## src/rtl/cordic_scheduler_if.sv

```systemverilog
// Bundle of requester, CORDIC-pipeline and result-FIFO signals around cordic_scheduler.
// The scheduler uses the slave modport; the environment uses the master modport.
interface cordic_scheduler_if #(
  parameter int DATA_WIDTH        = 16,
  parameter int SECTOR_FLAG_WIDTH = 2
);
  // Handshake: a transfer happens in a cycle where valid and ready are both 1.
  // A source holds valid and its fields steady until that cycle. rN_ready and
  // pl_valid are combinational. The pipeline return path (pl_*_out) has no ready.
  // res_* may change only after a pop.
  logic                         r0_valid, r0_ready, r0_arctan_en;
  logic [DATA_WIDTH-1:0]        r0_degree, r0_x, r0_y;      // signed operands
  logic [SECTOR_FLAG_WIDTH-1:0] r0_sector;
  logic                         r1_valid, r1_ready, r1_arctan_en;
  logic [DATA_WIDTH-1:0]        r1_degree, r1_x, r1_y;
  logic [SECTOR_FLAG_WIDTH-1:0] r1_sector;

  logic                         pl_valid, pl_arctan_en;
  logic [SECTOR_FLAG_WIDTH-1:0] pl_sector;
  logic [DATA_WIDTH-1:0]        pl_degree, pl_x, pl_y;
  logic                         pl_valid_out, pl_arctan_en_out;
  logic [SECTOR_FLAG_WIDTH-1:0] pl_sector_out;
  logic [DATA_WIDTH-1:0]        pl_degree_out, pl_x_out, pl_y_out;

  logic                         res_valid, res_ready, res_id, res_arctan_en;
  logic [SECTOR_FLAG_WIDTH-1:0] res_sector;
  logic [DATA_WIDTH-1:0]        res_degree, res_x, res_y;
  logic                         err_tag;

  modport slave (
    input  r0_valid, r0_arctan_en, r0_degree, r0_x, r0_y, r0_sector,
    input  r1_valid, r1_arctan_en, r1_degree, r1_x, r1_y, r1_sector,
    output r0_ready, r1_ready,
    output pl_valid, pl_arctan_en, pl_sector, pl_degree, pl_x, pl_y,
    input  pl_valid_out, pl_arctan_en_out, pl_sector_out, pl_degree_out, pl_x_out, pl_y_out,
    output res_valid, res_id, res_arctan_en, res_sector, res_degree, res_x, res_y,
    input  res_ready,
    output err_tag
  );

  modport master (
    output r0_valid, r0_arctan_en, r0_degree, r0_x, r0_y, r0_sector,
    output r1_valid, r1_arctan_en, r1_degree, r1_x, r1_y, r1_sector,
    input  r0_ready, r1_ready,
    input  pl_valid, pl_arctan_en, pl_sector, pl_degree, pl_x, pl_y,
    output pl_valid_out, pl_arctan_en_out, pl_sector_out, pl_degree_out, pl_x_out, pl_y_out,
    input  res_valid, res_id, res_arctan_en, res_sector, res_degree, res_x, res_y,
    output res_ready,
    input  err_tag
  );
endinterface

```

## src/rtl/cordic_scheduler.sv

```systemverilog
// Round-robin sharing of one fixed-latency CORDIC pipeline between two requesters,
// with credit-based issue so every returning result always has a FIFO slot.
module cordic_scheduler #(
  parameter int DATA_WIDTH        = 16,
  parameter int SECTOR_FLAG_WIDTH = 2,
  parameter int LATENCY           = 6,
  parameter int RESULT_DEPTH      = 8
) (
  input logic              clk,
  input logic              reset,
  cordic_scheduler_if.slave bus
);
  localparam int PW = $clog2(RESULT_DEPTH);
  localparam int CW = PW + 1;
  localparam int FW = $clog2(LATENCY + 1);

  typedef struct packed {
    logic                         id;
    logic                         arctan_en;
    logic [SECTOR_FLAG_WIDTH-1:0] sector;
    logic [DATA_WIDTH-1:0]        degree;
    logic [DATA_WIDTH-1:0]        x;
    logic [DATA_WIDTH-1:0]        y;
  } entry_t;

  logic [CW-1:0]      occ_q, occ_d;
  logic [FW-1:0]      infl_q, infl_d;
  logic [PW-1:0]      wr_ptr_q, rd_ptr_q;
  logic [LATENCY-1:0] tag_v_q, tag_id_q;
  logic               rr_q;
  logic               err_q;
  entry_t             mem_q [RESULT_DEPTH];

  logic        credit, issue, gnt_id, push, pop, empty, full, tag_err;
  logic [31:0] budget;
  entry_t      wr_entry, res_e;

  // rr_q names the requester that wins the next tie; grants are masked in reset.
  always_comb begin
    budget = 32'(occ_q) + 32'(infl_q);
    credit = budget < 32'(RESULT_DEPTH);
    issue  = 1'b0;
    gnt_id = 1'b0;
    if (reset && credit) begin
      if (bus.r0_valid && bus.r1_valid) begin
        issue  = 1'b1;
        gnt_id = rr_q;
      end else if (bus.r0_valid || bus.r1_valid) begin
        issue  = 1'b1;
        gnt_id = bus.r1_valid;
      end
    end
  end

  assign bus.r0_ready = issue && !gnt_id;
  assign bus.r1_ready = issue && gnt_id;

  always_comb begin
    bus.pl_valid     = issue;
    bus.pl_arctan_en = 1'b0;
    bus.pl_sector    = '0;
    bus.pl_degree    = '0;
    bus.pl_x         = '0;
    bus.pl_y         = '0;
    if (issue) begin
      if (gnt_id) begin
        bus.pl_arctan_en = bus.r1_arctan_en;
        bus.pl_sector    = bus.r1_sector;
        bus.pl_degree    = bus.r1_degree;
        bus.pl_x         = bus.r1_x;
        bus.pl_y         = bus.r1_y;
      end else begin
        bus.pl_arctan_en = bus.r0_arctan_en;
        bus.pl_sector    = bus.r0_sector;
        bus.pl_degree    = bus.r0_degree;
        bus.pl_x         = bus.r0_x;
        bus.pl_y         = bus.r0_y;
      end
    end
  end

  // Tag stage LATENCY-1 lines up with the pipeline's pl_valid_out.
  always_comb begin
    empty    = (occ_q == '0);
    full     = (occ_q == CW'(RESULT_DEPTH));
    pop      = !empty && bus.res_ready;
    push     = bus.pl_valid_out && (!full || pop);
    tag_err  = bus.pl_valid_out != tag_v_q[LATENCY-1];
    wr_entry = '{id: tag_id_q[LATENCY-1], arctan_en: bus.pl_arctan_en_out,
                 sector: bus.pl_sector_out, degree: bus.pl_degree_out,
                 x: bus.pl_x_out, y: bus.pl_y_out};

    occ_d = occ_q;
    if (push && !pop)      occ_d = occ_q + CW'(1);
    else if (pop && !push) occ_d = occ_q - CW'(1);

    infl_d = infl_q;
    if (issue && !bus.pl_valid_out)                        infl_d = infl_q + FW'(1);
    else if (!issue && bus.pl_valid_out && infl_q != '0)   infl_d = infl_q - FW'(1);
  end

  always_ff @(posedge clk or negedge reset) begin
    if (!reset) begin
      occ_q    <= '0;
      infl_q   <= '0;
      wr_ptr_q <= '0;
      rd_ptr_q <= '0;
      tag_v_q  <= '0;
      tag_id_q <= '0;
      rr_q     <= 1'b0;
      err_q    <= 1'b0;
    end else begin
      occ_q    <= occ_d;
      infl_q   <= infl_d;
      tag_v_q  <= {tag_v_q[LATENCY-2:0], issue};
      tag_id_q <= {tag_id_q[LATENCY-2:0], gnt_id};
      if (push)    wr_ptr_q <= wr_ptr_q + PW'(1);
      if (pop)     rd_ptr_q <= rd_ptr_q + PW'(1);
      if (issue)   rr_q     <= !gnt_id;
      if (tag_err) err_q    <= 1'b1;
    end
  end

  always_ff @(posedge clk) begin
    if (push) mem_q[wr_ptr_q] <= wr_entry;
  end

  // Head fields read as zero while empty, which also covers reset.
  assign res_e             = empty ? '0 : mem_q[rd_ptr_q];
  assign bus.res_valid     = !empty;
  assign bus.res_id        = res_e.id;
  assign bus.res_arctan_en = res_e.arctan_en;
  assign bus.res_sector    = res_e.sector;
  assign bus.res_degree    = res_e.degree;
  assign bus.res_x         = res_e.x;
  assign bus.res_y         = res_e.y;
  assign bus.err_tag       = err_q;
endmodule

```

## src/flat_wrapper.sv

```systemverilog
// flat-port wrapper written by rule: the top's interface ports become plain ports
module cordic_scheduler_flat 
#(
  parameter int DATA_WIDTH        = 16,
  parameter int SECTOR_FLAG_WIDTH = 2,
  parameter int LATENCY           = 6,
  parameter int RESULT_DEPTH      = 8
)
  (clk, reset, bus_r0_valid, bus_r0_arctan_en, bus_r0_degree, bus_r0_x, bus_r0_y, bus_r0_sector, bus_r1_valid, bus_r1_arctan_en, bus_r1_degree, bus_r1_x, bus_r1_y, bus_r1_sector, bus_r0_ready, bus_r1_ready, bus_pl_valid, bus_pl_arctan_en, bus_pl_sector, bus_pl_degree, bus_pl_x, bus_pl_y, bus_pl_valid_out, bus_pl_arctan_en_out, bus_pl_sector_out, bus_pl_degree_out, bus_pl_x_out, bus_pl_y_out, bus_res_valid, bus_res_id, bus_res_arctan_en, bus_res_sector, bus_res_degree, bus_res_x, bus_res_y, bus_res_ready, bus_err_tag);
  cordic_scheduler_if #(.DATA_WIDTH(DATA_WIDTH), .SECTOR_FLAG_WIDTH(SECTOR_FLAG_WIDTH)) bus_i ();
  input logic clk;
  input logic reset;
  input wire logic [$bits(bus_i.r0_valid)-1:0] bus_r0_valid;
  input wire logic [$bits(bus_i.r0_arctan_en)-1:0] bus_r0_arctan_en;
  input wire logic [$bits(bus_i.r0_degree)-1:0] bus_r0_degree;
  input wire logic [$bits(bus_i.r0_x)-1:0] bus_r0_x;
  input wire logic [$bits(bus_i.r0_y)-1:0] bus_r0_y;
  input wire logic [$bits(bus_i.r0_sector)-1:0] bus_r0_sector;
  input wire logic [$bits(bus_i.r1_valid)-1:0] bus_r1_valid;
  input wire logic [$bits(bus_i.r1_arctan_en)-1:0] bus_r1_arctan_en;
  input wire logic [$bits(bus_i.r1_degree)-1:0] bus_r1_degree;
  input wire logic [$bits(bus_i.r1_x)-1:0] bus_r1_x;
  input wire logic [$bits(bus_i.r1_y)-1:0] bus_r1_y;
  input wire logic [$bits(bus_i.r1_sector)-1:0] bus_r1_sector;
  output wire logic [$bits(bus_i.r0_ready)-1:0] bus_r0_ready;
  output wire logic [$bits(bus_i.r1_ready)-1:0] bus_r1_ready;
  output wire logic [$bits(bus_i.pl_valid)-1:0] bus_pl_valid;
  output wire logic [$bits(bus_i.pl_arctan_en)-1:0] bus_pl_arctan_en;
  output wire logic [$bits(bus_i.pl_sector)-1:0] bus_pl_sector;
  output wire logic [$bits(bus_i.pl_degree)-1:0] bus_pl_degree;
  output wire logic [$bits(bus_i.pl_x)-1:0] bus_pl_x;
  output wire logic [$bits(bus_i.pl_y)-1:0] bus_pl_y;
  input wire logic [$bits(bus_i.pl_valid_out)-1:0] bus_pl_valid_out;
  input wire logic [$bits(bus_i.pl_arctan_en_out)-1:0] bus_pl_arctan_en_out;
  input wire logic [$bits(bus_i.pl_sector_out)-1:0] bus_pl_sector_out;
  input wire logic [$bits(bus_i.pl_degree_out)-1:0] bus_pl_degree_out;
  input wire logic [$bits(bus_i.pl_x_out)-1:0] bus_pl_x_out;
  input wire logic [$bits(bus_i.pl_y_out)-1:0] bus_pl_y_out;
  output wire logic [$bits(bus_i.res_valid)-1:0] bus_res_valid;
  output wire logic [$bits(bus_i.res_id)-1:0] bus_res_id;
  output wire logic [$bits(bus_i.res_arctan_en)-1:0] bus_res_arctan_en;
  output wire logic [$bits(bus_i.res_sector)-1:0] bus_res_sector;
  output wire logic [$bits(bus_i.res_degree)-1:0] bus_res_degree;
  output wire logic [$bits(bus_i.res_x)-1:0] bus_res_x;
  output wire logic [$bits(bus_i.res_y)-1:0] bus_res_y;
  input wire logic [$bits(bus_i.res_ready)-1:0] bus_res_ready;
  output wire logic [$bits(bus_i.err_tag)-1:0] bus_err_tag;
  assign bus_i.r0_valid = bus_r0_valid;
  assign bus_i.r0_arctan_en = bus_r0_arctan_en;
  assign bus_i.r0_degree = bus_r0_degree;
  assign bus_i.r0_x = bus_r0_x;
  assign bus_i.r0_y = bus_r0_y;
  assign bus_i.r0_sector = bus_r0_sector;
  assign bus_i.r1_valid = bus_r1_valid;
  assign bus_i.r1_arctan_en = bus_r1_arctan_en;
  assign bus_i.r1_degree = bus_r1_degree;
  assign bus_i.r1_x = bus_r1_x;
  assign bus_i.r1_y = bus_r1_y;
  assign bus_i.r1_sector = bus_r1_sector;
  assign bus_r0_ready = bus_i.r0_ready;
  assign bus_r1_ready = bus_i.r1_ready;
  assign bus_pl_valid = bus_i.pl_valid;
  assign bus_pl_arctan_en = bus_i.pl_arctan_en;
  assign bus_pl_sector = bus_i.pl_sector;
  assign bus_pl_degree = bus_i.pl_degree;
  assign bus_pl_x = bus_i.pl_x;
  assign bus_pl_y = bus_i.pl_y;
  assign bus_i.pl_valid_out = bus_pl_valid_out;
  assign bus_i.pl_arctan_en_out = bus_pl_arctan_en_out;
  assign bus_i.pl_sector_out = bus_pl_sector_out;
  assign bus_i.pl_degree_out = bus_pl_degree_out;
  assign bus_i.pl_x_out = bus_pl_x_out;
  assign bus_i.pl_y_out = bus_pl_y_out;
  assign bus_res_valid = bus_i.res_valid;
  assign bus_res_id = bus_i.res_id;
  assign bus_res_arctan_en = bus_i.res_arctan_en;
  assign bus_res_sector = bus_i.res_sector;
  assign bus_res_degree = bus_i.res_degree;
  assign bus_res_x = bus_i.res_x;
  assign bus_res_y = bus_i.res_y;
  assign bus_i.res_ready = bus_res_ready;
  assign bus_err_tag = bus_i.err_tag;
  cordic_scheduler #(.DATA_WIDTH(DATA_WIDTH), .SECTOR_FLAG_WIDTH(SECTOR_FLAG_WIDTH), .LATENCY(LATENCY), .RESULT_DEPTH(RESULT_DEPTH)) u_core (.clk(clk), .reset(reset), .bus(bus_i));
endmodule
```

## config.mk

```make
export PLATFORM = sky130hd
export DESIGN_NAME = cordic_scheduler_flat
export DESIGN_NICKNAME = d
export VERILOG_FILES = /design/src/rtl/cordic_scheduler_if.sv /design/src/rtl/cordic_scheduler.sv /design/src/flat_wrapper.sv
export SDC_FILE = /design/constraint.sdc
export NUM_CORES = 1
export LEC_CHECK = 0
export BUFFER_PORTS_ARGS = -buffer_cell sky130_fd_sc_hd__buf_2
export CORE_AREA = 10 10 209 211
export DETAILED_ROUTE_END_ITERATION = 16
export DIE_AREA = 0 0 219 221
export PLACE_DENSITY = 0.65
export SYNTH_ARGS = -nofsm -noshare
export SYNTH_HDL_FRONTEND = slang
export SYNTH_SLANG_ARGS = --single-unit
```

## constraint.sdc

```tcl
create_clock -name clk -period 6.55 [get_ports clk]
set_input_delay 0.655 -clock clk [delete_from_list [all_inputs] [get_ports clk]]
set_output_delay 0.655 -clock clk [all_outputs]
set_load 0.1 [all_outputs]
```

After elaboration in Yosys (flattened, before gate mapping). Memories as Yosys holds them, arrays and structs flattened. Cells that the tools add are included.

Flip-flop bits (word level): 27. Latch bits: 0. RAM bits: 416. ROM bits: 0. Word-level logic and storage cells: 66. Memories kept: 1.

Memory list: u_core.mem_q (words 8, bits a word 52, rd ports 1, clocked after Yosys merged registers in 0, write ports 1, line cordic_scheduler.sv:32) `entry_t mem_q [RESULT_DEPTH];`.

$add $sub $neg: 7. Multiply operators: 0. Divide/modulo/power cells: 0. $lt $le $gt $ge: 1. Equal/unequal tests: 2. Shift-type cells: 0. Mux-type cells: 23. Bitwise gates (word level): 0. Reductions and logical operators: 24.

Operators with widths (number): 16-bit two-way mux (6); 52-bit two-way mux (1); 32-bit by 4-bit less-than comparator with 1-bit output (second input constant) (1); 1-bit logical AND (11); 1-bit two-way mux (10); 3-bit by 1-bit adder with 3-bit output (second input constant) (3); 4-bit two-way mux (2); 1-bit zero test (7); 3-bit two-way mux (2); 4-bit by 3-bit adder with 5-bit output (1); 4-bit by 1-bit adder with 4-bit output (second input constant) (1); 4-bit equality test (second input constant) (1); 4-bit zero test (1); 2-bit two-way mux (2); 2-bit nonzero test (2); 4-bit by 1-bit subtractor with 4-bit output (second input constant) (1); 3-bit nonzero test (1); 3-bit by 1-bit subtractor with 3-bit output (second input constant) (1); 1-bit logical OR (2); 1-bit != test (1).

Depth between registers and ports, before layout. Gate-level depths: netlist of the first run.

Depth in word-level cells: 9. Depth in mapped cells: 11. Mapped depth without buffers: 11.

Least setup slack after synthesis of the first run. Ideal clock, no wire load.

Path kind: input -> register. Start: input bus_pl_valid_out. End: memory u_core.mem_q[0][0] (netlist name) (enable). Library setup time: 526 ps. Arrival time: 4893 ps. Required time: 6024 ps. Setup slack: 1131 ps. Cell stages on the path: 4. Buffers on the path: 1. Cells stage by stage: clkbuf_1 -> o31a_1 -> nand2b_1 -> nor3_1.

Longest elaborated chain between the ends: 3.

Ends and longest elaborated chain: start: declaration (line flat_wrapper.sv:33) `input wire logic [$bits(bus_i.pl_valid_out)-1:0] bus_pl_valid_out;`; 1-bit logical AND (line cordic_scheduler.sv:87) `push = bus.pl_valid_out && (!full || pop);`; named net u_core.push (line cordic_scheduler.sv:34) `logic credit, issue, gnt_id, push, pop, empty, full, tag_err;`; 1-bit two-way mux (line cordic_scheduler.sv:125) `if (push) mem_q[wr_ptr_q] <= wr_entry;`; 1-bit two-way mux (implied by the code) (line cordic_scheduler.sv:125); end: declaration (line cordic_scheduler.sv:32).

The timed path passes the listed nets, and every way through them passes these cells.

Final worst setup path of the first run.
Start: register u_core.rd_ptr_q[1]. End: output bus_res_y[2].

Longest elaborated chain between the ends: 2.

Ends and longest elaborated chain: start: declaration (line cordic_scheduler.sv:28) `logic [PW-1:0] wr_ptr_q, rd_ptr_q;`; start signal: assignment (line cordic_scheduler.sv:118) `if (pop) rd_ptr_q <= rd_ptr_q + PW'(1);`; memory read 8 x 52 bit; 52-bit two-way mux (line cordic_scheduler.sv:129) `assign res_e = empty ? '0 : mem_q[rd_ptr_q];`; end: declaration (line flat_wrapper.sv:45) `output wire logic [$bits(bus_i.res_y)-1:0] bus_res_y;`.

Every way passes these cells.

==> results of run 1 <==
[logic make-up (layout without fill, tap and decap cells)]
family,after synthesis,in the layout,share of synthesized area
muxes,164,164,0.168
AOI/OAI and AO/OA,65,65,0.0310
and+or+nand+nor,89,89,0.0225
adders and majority gates,9,9,0.00725
xor gates and xnor gates,9,9,0.00448
DFF,443,443,0.748
other,0,3,0
buffers and inverters,53,365,0.0188
[synth_stat cells, types with 2 or more instances]
library cell	number
inv_1	4
o21ai_0	3
fa_1	2
xnor2_1	8
mux4_2	104
nor3_1	2
dfrtp_1	27
or2_2	3
mux2_2	3
mux2i_1	56
clkbuf_1	13
buf_4	5
edfxtp_1	416
nand2_1	7
a22o_1	51
and3_1	3
buf_6	12
ha_1	7
a21o_1	2
buf_2	18
a21oi_1	2
nor2_1	63
nand2b_1	6
[through the flow]
step | utilization | instance area (sq um) | worst slack (ns) | instances | hold WS (ns)
after floorplan | - | 17600 | 1.13 | 832 | 0.331
after global placement | 0.493 | 19500 | 2.83 | 1589 | 0.332
after detailed placement | 0.493 | 19500 | 2.71 | 1589 | 0.336
after CTS | 0.528 | 20800 | 2.42 | 1669 | 0.116
after global routing | 0.528 | 20900 | 2.24 | 1671 | 0.148
final | 0.529 | 20900 | 2.49 | 1672 | 0.109
[layer usage]
metal,global-route usage,vias up
met3,0.0416,66
met4,0.0454,4
li1,-,3998
met1,0.202,4540
met2,0.284,344
met5,0,-
[sequential cells by signal, summed over array words and instances, names as in the netlist]
name / cells
u_core.rd_ptr_q: 3
u_core.mem_q: 416
u_core.tag_v_q: 6
u_core.rr_q: 1
u_core.infl_q: 3
u_core.wr_ptr_q: 3
u_core.bus.err_tag: 1
u_core.occ_q: 4
u_core.tag_id_q: 6
[path summary, 6_finish.rpt]
kind / depth (start not counted) / start / to / slack, ns
setup reg to reg: 12 / u_core.occ_q[1] / u_core.occ_q[3] / 3.13
hold reg to reg: 0 / u_core.tag_id_q[3] / u_core.tag_id_q[4] / 0.35
hold / removal: 1 / reset / u_core.tag_v_q[2] / 0.11
max in group asynchronous: 1 / reset / u_core.rd_ptr_q[0] / 5.98
setup / recovery: 5 / u_core.rd_ptr_q[1] / bus_res_y[2] / 2.49
min in group clk: 0 / u_core.tag_id_q[3] / u_core.tag_id_q[4] / 0.35
[area by class of cell]
class	instances	area (sq um)
fillers	3162	18600
flip-flops and latches	443	13200
clock buffers	58	1230
inverters	5	18.8
multi-input cells	336	4150
repair buffers	280	1450
clock inverters	22	164
well taps	525	657
diodes	3	7.51
==> impl_metrics.env, run 1 <==
export IMPL_outcome="finished clean"
export IMPL_rsz0062_at_grt="no"
export IMPL_cp_num_buf_inv=2
export IMPL_final_cell_mix="edfxtp_1, buf_2, mux4_2"
export IMPL_clk_pin_slew_ns=0.06
export IMPL_arrival_ns=3.41
export IMPL_htree_num_levels=2
export IMPL_relSlewSlack=0.321
export IMPL_fp_dieH_um=221
export IMPL_antenna_left=0
export IMPL_yosys_warnings=0
export IMPL_critPathLaunchType="register"
export IMPL_synth_area_per_cell_sq_um=21.1
export IMPL_portBuffers=266
export IMPL_cts_setup_buffers=0
export IMPL_netlist_area_sq_um=17600
export IMPL_syn_nets=1000
export IMPL_drive_above_1_share=0.410
export IMPL_cts_tree="done"
export IMPL_routed_wl_met2_um=20800
export IMPL_cpMaxStageDelayCell="dfrtp_4"
export IMPL_clock_latency_ns=0.55
export IMPL_crit_family="buffers and inverters"
export IMPL_cts_sinks=443
export IMPL_grt_pass1_wl_um=60300
export IMPL_synth_top_cell_area_share=0.710
export IMPL_synth_main_ff_cell="edfxtp_1"
export IMPL_numCtsBuffers=46
export IMPL_async_flop_share=0.0609
export IMPL_grt_usage=0.165
export IMPL_slew_violations=0
export IMPL_place_congestion=0.857
export IMPL_layout_cells_most_common="edfxtp_1"
export IMPL_crit_fanout=67
export IMPL_drt_met1_wl_um=15900
export IMPL_die_area_sq_um=48400
export IMPL_vias_per_cell=5.35
export IMPL_core_sq_um=39500
export IMPL_crit_path_cell_trace="buf_4 -> mux4_2 -> mux2i_1 -> nor2_1 -> buf_2"
export IMPL_hpwl_um=24600
export IMPL_tightest_slew_ns=1.02
export IMPL_synthToLayoutAreaGrowth_pct=18.5
export IMPL_die_w_um=219
export IMPL_fin_crit_sh=0.620
export IMPL_synth_seq_cells=443
export IMPL_finalCriticalPeriod_ns=4.06
export IMPL_setup_tns_final_ns=0
export IMPL_cp_slowest_stage_delay_ns=1.07
export IMPL_yosysUniqueCellTypes=38
export IMPL_highest_layer="met5"
export IMPL_drtIter0Drc=514
export IMPL_postCtsHoldBufs=0
export IMPL_fin_nets=1280
export IMPL_worstSetupEndpointType="output pin"
export IMPL_cts_resized=0
export IMPL_timing_fmax_mhz=246
export IMPL_wl_per_cell_um=24.1
export IMPL_met3_length_um=2730
export IMPL_clock_path_buffers=3
export IMPL_setup_viol=0
export IMPL_routed_wirelength_um=40300
export IMPL_crit_type="reg -> out"
export IMPL_cap_violations=0
export IMPL_antenna_found_initial=12
export IMPL_finalHoldViolations=0
export IMPL_grt_pass1_vias=9926
export IMPL_first_pass_iters=5
export IMPL_grt_overflow=0
export IMPL_ys_top_cells_by_area="edfxtp_1, mux4_2, dfrtp_1, mux2i_1, a22o_1"
export IMPL_synth_seq_area_share=0.748
export IMPL_hold_path_class="in -> async"
export IMPL_num_io_pins=267
export IMPL_clockRootBuffer="clkbuf_16"
export IMPL_yosysTopAreaCell="edfxtp_1"
export IMPL_synth_edf_count=416
export IMPL_syn_inst=832
export IMPL_worstPathRequired_ns=5.89
export IMPL_drcViolationCount=0
export IMPL_via_count=8952
export IMPL_num_rows=73
export IMPL_finClkSkew_ns=0.0300
export IMPL_grt_max_degree=68
export IMPL_start_util=0.446
Power of run 1 is not shown: default switching activity piles up to over one toggle a cycle in this logic, so the estimate is an artifact.
==> run 2: changes to the inputs <==
- PLACE_DENSITY: 0.65 -> 0.68
- clock period: 6.55 -> 3.4 ns (I/O delays scaled with it)
==> run 2 against run 1 <==
Against the previous run:
- clock-buffer cell count grew 4
- clock skew shrank 0.020 ns
- register-to-register slack lost 2.4 ns
- sequential share of layout area shrank 2.6 points
- core utilization grew 2.3 points
- final area grew 4.4%
- first-iteration DRC count grew 11%
- routed wire length shrank 0.44%
- largest cell class unchanged
- highest routed layer unchanged
==> impl_metrics.env, run 2 (synthesized netlist as in run 1, its figures left out) <==
export IMPL_r2r_start="u_core.occ_q[0]"
export IMPL_clock_path_buffers=3
export IMPL_antenna_left=0
export IMPL_largest_reg_flops=416
export IMPL_core_sq_um=39500
export IMPL_crit_type="reg -> out"
export IMPL_worstPathRequired_ns=3.06
export IMPL_wl_per_cell_um=23.8
export IMPL_setup_ws_ns=0.265
export IMPL_timing_fmax_mhz=319
export IMPL_hpwl_um=25000
export IMPL_rsz0062_at_grt="no"
export IMPL_die_area_sq_um=48400
export IMPL_fin_crit_sh=0.922
export IMPL_vias_per_cell=5.40
export IMPL_place_ws_ns=0.650
export IMPL_place_congestion=0.756
export IMPL_slew_violations=0
export IMPL_drcViolationCount=0
export IMPL_grt_max_degree=53
export IMPL_routed_wirelength_um=40100
export IMPL_worstSetupEndpointType="output pin"
export IMPL_clockRootBuffer="clkbuf_16"
export IMPL_whs_ns=0.0705
export IMPL_arrival_ns=2.80
export IMPL_portBuffers=266
export IMPL_drtIter0Drc=571
export IMPL_cap_violations=0
export IMPL_synthToLayoutAreaGrowth_pct=23.7
export IMPL_setup_viol=0
export IMPL_crit_start="u_core.infl_q[1]"
export IMPL_via_count=9086
export IMPL_rr_worst_depth=5
export IMPL_crit_path_cell_trace="ha_1 -> a31oi_1 -> o21a_1 -> and3_4 -> buf_4 -> a22o_1 -> buf_12"
export IMPL_fin_nets=1293
export IMPL_holdPathStages=1
export IMPL_finalCriticalPeriod_ns=3.14
export IMPL_crit_fanout=23
export IMPL_num_rows=73
export IMPL_clk_pin_slew_ns=0.06
export IMPL_final_cells=1682
export IMPL_finalHoldViolations=0
export IMPL_clock_latency_ns=0.54
export IMPL_cp_slowest_stage_delay_ns=0.45
export IMPL_die_w_um=219
export IMPL_first_pass_iters=4
export IMPL_dpl_cell_area_sq_um=20400
export IMPL_layout_cells_most_common="edfxtp_1"
export IMPL_drive_above_1_share=0.413
export IMPL_grt_pass1_vias=9994
export IMPL_antenna_found_initial=8
export IMPL_outcome="finished clean"
export IMPL_reg_top3="u_core.mem_q (416), u_core.tag_id_q (6), u_core.tag_v_q (6)"
export IMPL_numCtsBuffers=45
export IMPL_cpMaxStageDelayCell="dfrtp_1"
export IMPL_critPathLaunchType="register"
export IMPL_tightest_slew_ns=0.978
export IMPL_grt_pass1_wl_um=60600
export IMPL_htree_num_levels=2
export IMPL_regArea_sq_um=13200
export IMPL_regMostFlops="u_core.mem_q"
export IMPL_grt_overflow=0
export IMPL_fin_area_sq_um=21800
export IMPL_worstHoldStart="bus_pl_degree_out[9]"
export IMPL_grt_usage=0.165
export IMPL_dp_cells=1602
export IMPL_finClkSkew_ns=0.0103
export IMPL_fillers=3036
export IMPL_cts_sinks=443
export IMPL_relSlewSlack=0.346
export IMPL_hold_path_class="in -> reg"
export IMPL_cts_tree="done"
export IMPL_final_cell_mix="edfxtp_1, buf_2, mux4_2"
export IMPL_multiInputGateArea_sq_um=4170
export IMPL_start_util=0.446
export IMPL_num_io_pins=267
export IMPL_cts_setup_buffers=0
export IMPL_fp_dieH_um=221
## run 2: cell types whose count changed in the layout (fill, tap and decap cells not counted), sizes merged
cell	before	now
clkbuf	58	62
clkinv	17	9
bufinv	2	1
diode	3	4
buf	280	293
clkinvlp	0	3
inv	8	5
dlygate4sd3	0	1
## run 2: critical path: cells and delay by family, from the launching register on
| family | cells | cell delay [ns] |
|---|---|---|
| compound gates | 3 | 0.67 |
| fa+ha+maj | 1 | 0.31 |
| buf+inv | 2 | 0.49 |
| flops | 1 | 0.45 |
| simple gates | 1 | 0.34 |
## run 2: timing repair
action / in CTS / in global routing
resized for setup: 0 / 1
hold buffers: 1 / 0
endpoints found under the hold margin: 27 / 0
setup endpoints to repair: 0 / 23
## run 2: metal layers
metal	wire length (um)	vias up	global-route usage
met5	46	-	0
met4	680	6	0.0386
met3	3210	56	0.0492
met2	20900	357	0.287
met1	15300	4644	0.197
li1	-	4023	-
## run 2: final cells by class
type / instances / area share
Sequential cell: 443 / 0.605
Multi-Input combinational cell: 336 / 0.192
Timing Repair Buffer: 294 / 0.111
Clock buffer: 62 / 0.0560
Tap cell: 525 / 0.0302
Clock inverter: 13 / 0.00414
Inverter: 5 / 0.000862
Antenna cell: 4 / 0.000460
## run 2: per-stage QoR
step,TNS (ns),utilization
floorplan,-105.85,-
detailed placement,0,0.518
global route,0,0.551
finish,0,0.552
global placement,0,0.518
CTS,0,0.551
## run 2: final timing paths
check                                      end  slack [ns]
setup / recovery                   bus_pl_y[1]        0.26
hold / removal             u_core.mem_q[7][41]        0.07
setup reg to reg            u_core.mem_q[4][4]        0.75
hold reg to reg             u_core.tag_id_q[4]        0.35
max in group asynchronous   u_core.rd_ptr_q[1]        2.72
min in group asynchronous      u_core.occ_q[3]        0.38
Power of run 2 is left out for the same reason.
==> run 3: changes to the inputs <==
- BUFFER_PORTS_ARGS: -buffer_cell sky130_fd_sc_hd__buf_2 -> -buffer_cell sky130_fd_sc_hd__buf_4
==> run 3 against run 2 <==
Against the previous run:
- die area is the same
- via count is 0.50% higher
- critical path depth unchanged
- clock skew up 0.0034 ns
- maximum frequency shrank 1.5%
- sequential share of layout area is 0.27 points higher
- worst hold slack worse by 0.039 ns
- final area shrank 0.44%
- flip-flop and latch count stayed put
- register-to-register slack better by 0.08 ns
- critical endpoint is now bus_pl_x[9]
==> impl_metrics.env, run 3 (synthesized netlist as in run 1, its figures left out) <==
export IMPL_num_rows=73
export IMPL_via_count=9131
export IMPL_grt_pass1_vias=10000
export IMPL_clock_latency_ns=0.54
export IMPL_die_w_um=219
export IMPL_numCtsBuffers=44
export IMPL_core_sq_um=39500
export IMPL_arrival_ns=2.84
export IMPL_crit_fanout=35
export IMPL_critPathLaunchType="register"
export IMPL_drtIter0Drc=557
export IMPL_grt_pass1_wl_um=61100
export IMPL_grt_overflow=0
export IMPL_die_area_sq_um=48400
export IMPL_fin_nets=1294
export IMPL_final_cell_mix="edfxtp_1, buf_4, mux4_2"
export IMPL_timing_fmax_mhz=314
export IMPL_antenna_left=0
export IMPL_drcViolationCount=0
export IMPL_setup_tns_final_ns=0
export IMPL_whs_ns=0.0315
export IMPL_cts_tree="done"
export IMPL_outcome="finished clean"
export IMPL_largest_reg_flops=416
export IMPL_worstSetupEndpointType="output pin"
export IMPL_place_congestion=0.767
export IMPL_vias_per_cell=5.42
export IMPL_clock_path_buffers=3
export IMPL_worstPathRequired_ns=3.06
export IMPL_finClkSkew_ns=0.0137
export IMPL_setup_viol=0
export IMPL_slew_violations=0
export IMPL_fin_crit_sh=0.936
export IMPL_fillers=3084
export IMPL_portBuffers=266
export IMPL_tightest_slew_ns=0.812
export IMPL_drive_above_1_share=0.416
export IMPL_reg_top3="u_core.mem_q (416), u_core.tag_id_q (6), u_core.tag_v_q (6)"
export IMPL_crit_type="reg -> out"
export IMPL_finalHoldViolations=0
export IMPL_clk_pin_slew_ns=0.06
export IMPL_fp_dieH_um=221
export IMPL_grt_usage=0.166
export IMPL_first_pass_iters=5
export IMPL_grt_max_degree=60
export IMPL_antenna_found_initial=1
export IMPL_clockRootBuffer="clkbuf_16"
export IMPL_wl_per_cell_um=24.0
export IMPL_hold_path_class="in -> reg"
export IMPL_fin_util=0.549
export IMPL_routed_wirelength_um=40400
export IMPL_layout_cells_most_common="edfxtp_1"
export IMPL_htree_num_levels=2
export IMPL_rsz0062_at_grt="no"
export IMPL_relSlewSlack=0.459
export IMPL_finalCriticalPeriod_ns=3.18
export IMPL_hpwl_um=25900
export IMPL_synthToLayoutAreaGrowth_pct=23.2
export IMPL_start_util=0.446
export IMPL_regMostFlops="u_core.mem_q"
export IMPL_cts_sinks=443
export IMPL_num_io_pins=267
export IMPL_cap_violations=0
run 3: cell count changes in the layout (fill, tap and decap cells not counted), moves of 2 or more:
cell,before,now
clkbuf_1,14,9
diode_2,4,1
buf_12,60,7
clkinv_1,6,11
clkinv_4,0,2
buf_4,18,287
buf_2,215,0
clkinv_2,3,8
run 3: critical path, stage by stage (launching register included):
cell	delay (ns)
dfrtp_1	0.44
ha_1	0.31
a31oi_1	0.24
o21a_1	0.17
and3_2	0.43
buf_12	0.24
a22o_1	0.16
buf_4	0.29
run 3: final cells by class:
cell class | count | area (sq um) | share of cell area
tap | 525 | 657 | 0.0303
antenna | 1 | 2.50 | 0.000115
multi-input combinational | 336 | 4170 | 0.192
clock buffer | 56 | 1190 | 0.0548
sequential | 443 | 13200 | 0.608
inverter | 5 | 18.8 | 0.000866
timing repair buffer | 296 | 2320 | 0.107
clock inverter | 24 | 144 | 0.00664
run 3: stage by stage:
step	setup WS [ns]	std cells	area, sq um
2_1_floorplan	-0.309	832	17600
3_3_place_gp	0.758	1604	20300
3_5_place_dp	0.699	1604	20300
4_1_cts	0.124	1685	21700
5_1_grt	0.00757	1686	21700
6_report	0.216	1686	21700
run 3: final timing paths:
kind                                        from             endpoint  slack, ns  cells past startpoint
min                        bus_pl_degree_out[14]  u_core.mem_q[6][46]       0.03                      1
max reg2reg                      u_core.occ_q[1]      u_core.occ_q[3]       0.83                      9
min in group asynchronous                  reset     u_core.infl_q[1]       0.37                      3
max                             u_core.infl_q[1]          bus_pl_x[9]       0.22                      7
min reg2reg                    u_core.tag_v_q[4]    u_core.tag_v_q[5]       0.34                      0
max in group asynchronous                  reset   u_core.rd_ptr_q[1]       2.75                      3
run 3: per-layer routing:
layer  vias up  routed length, um  track usage
met2       331              20900        0.287
met1      4711              15400        0.195
met5         -                  0            0
li1       4027                  -            -
met4         0               1040       0.0517
met3        62               2990       0.0467
run 3: repair_timing:
| item | in CTS | in global routing |
|---|---|---|
| setup buffers | 0 | 0 |
| setup endpoints to repair | 0 | 5 |
| endpoints found under the hold margin | 27 | 0 |
| hold buffers | 1 | 0 |
| resized for setup | 0 | 1 |
Power of run 3 is left out for the same reason.
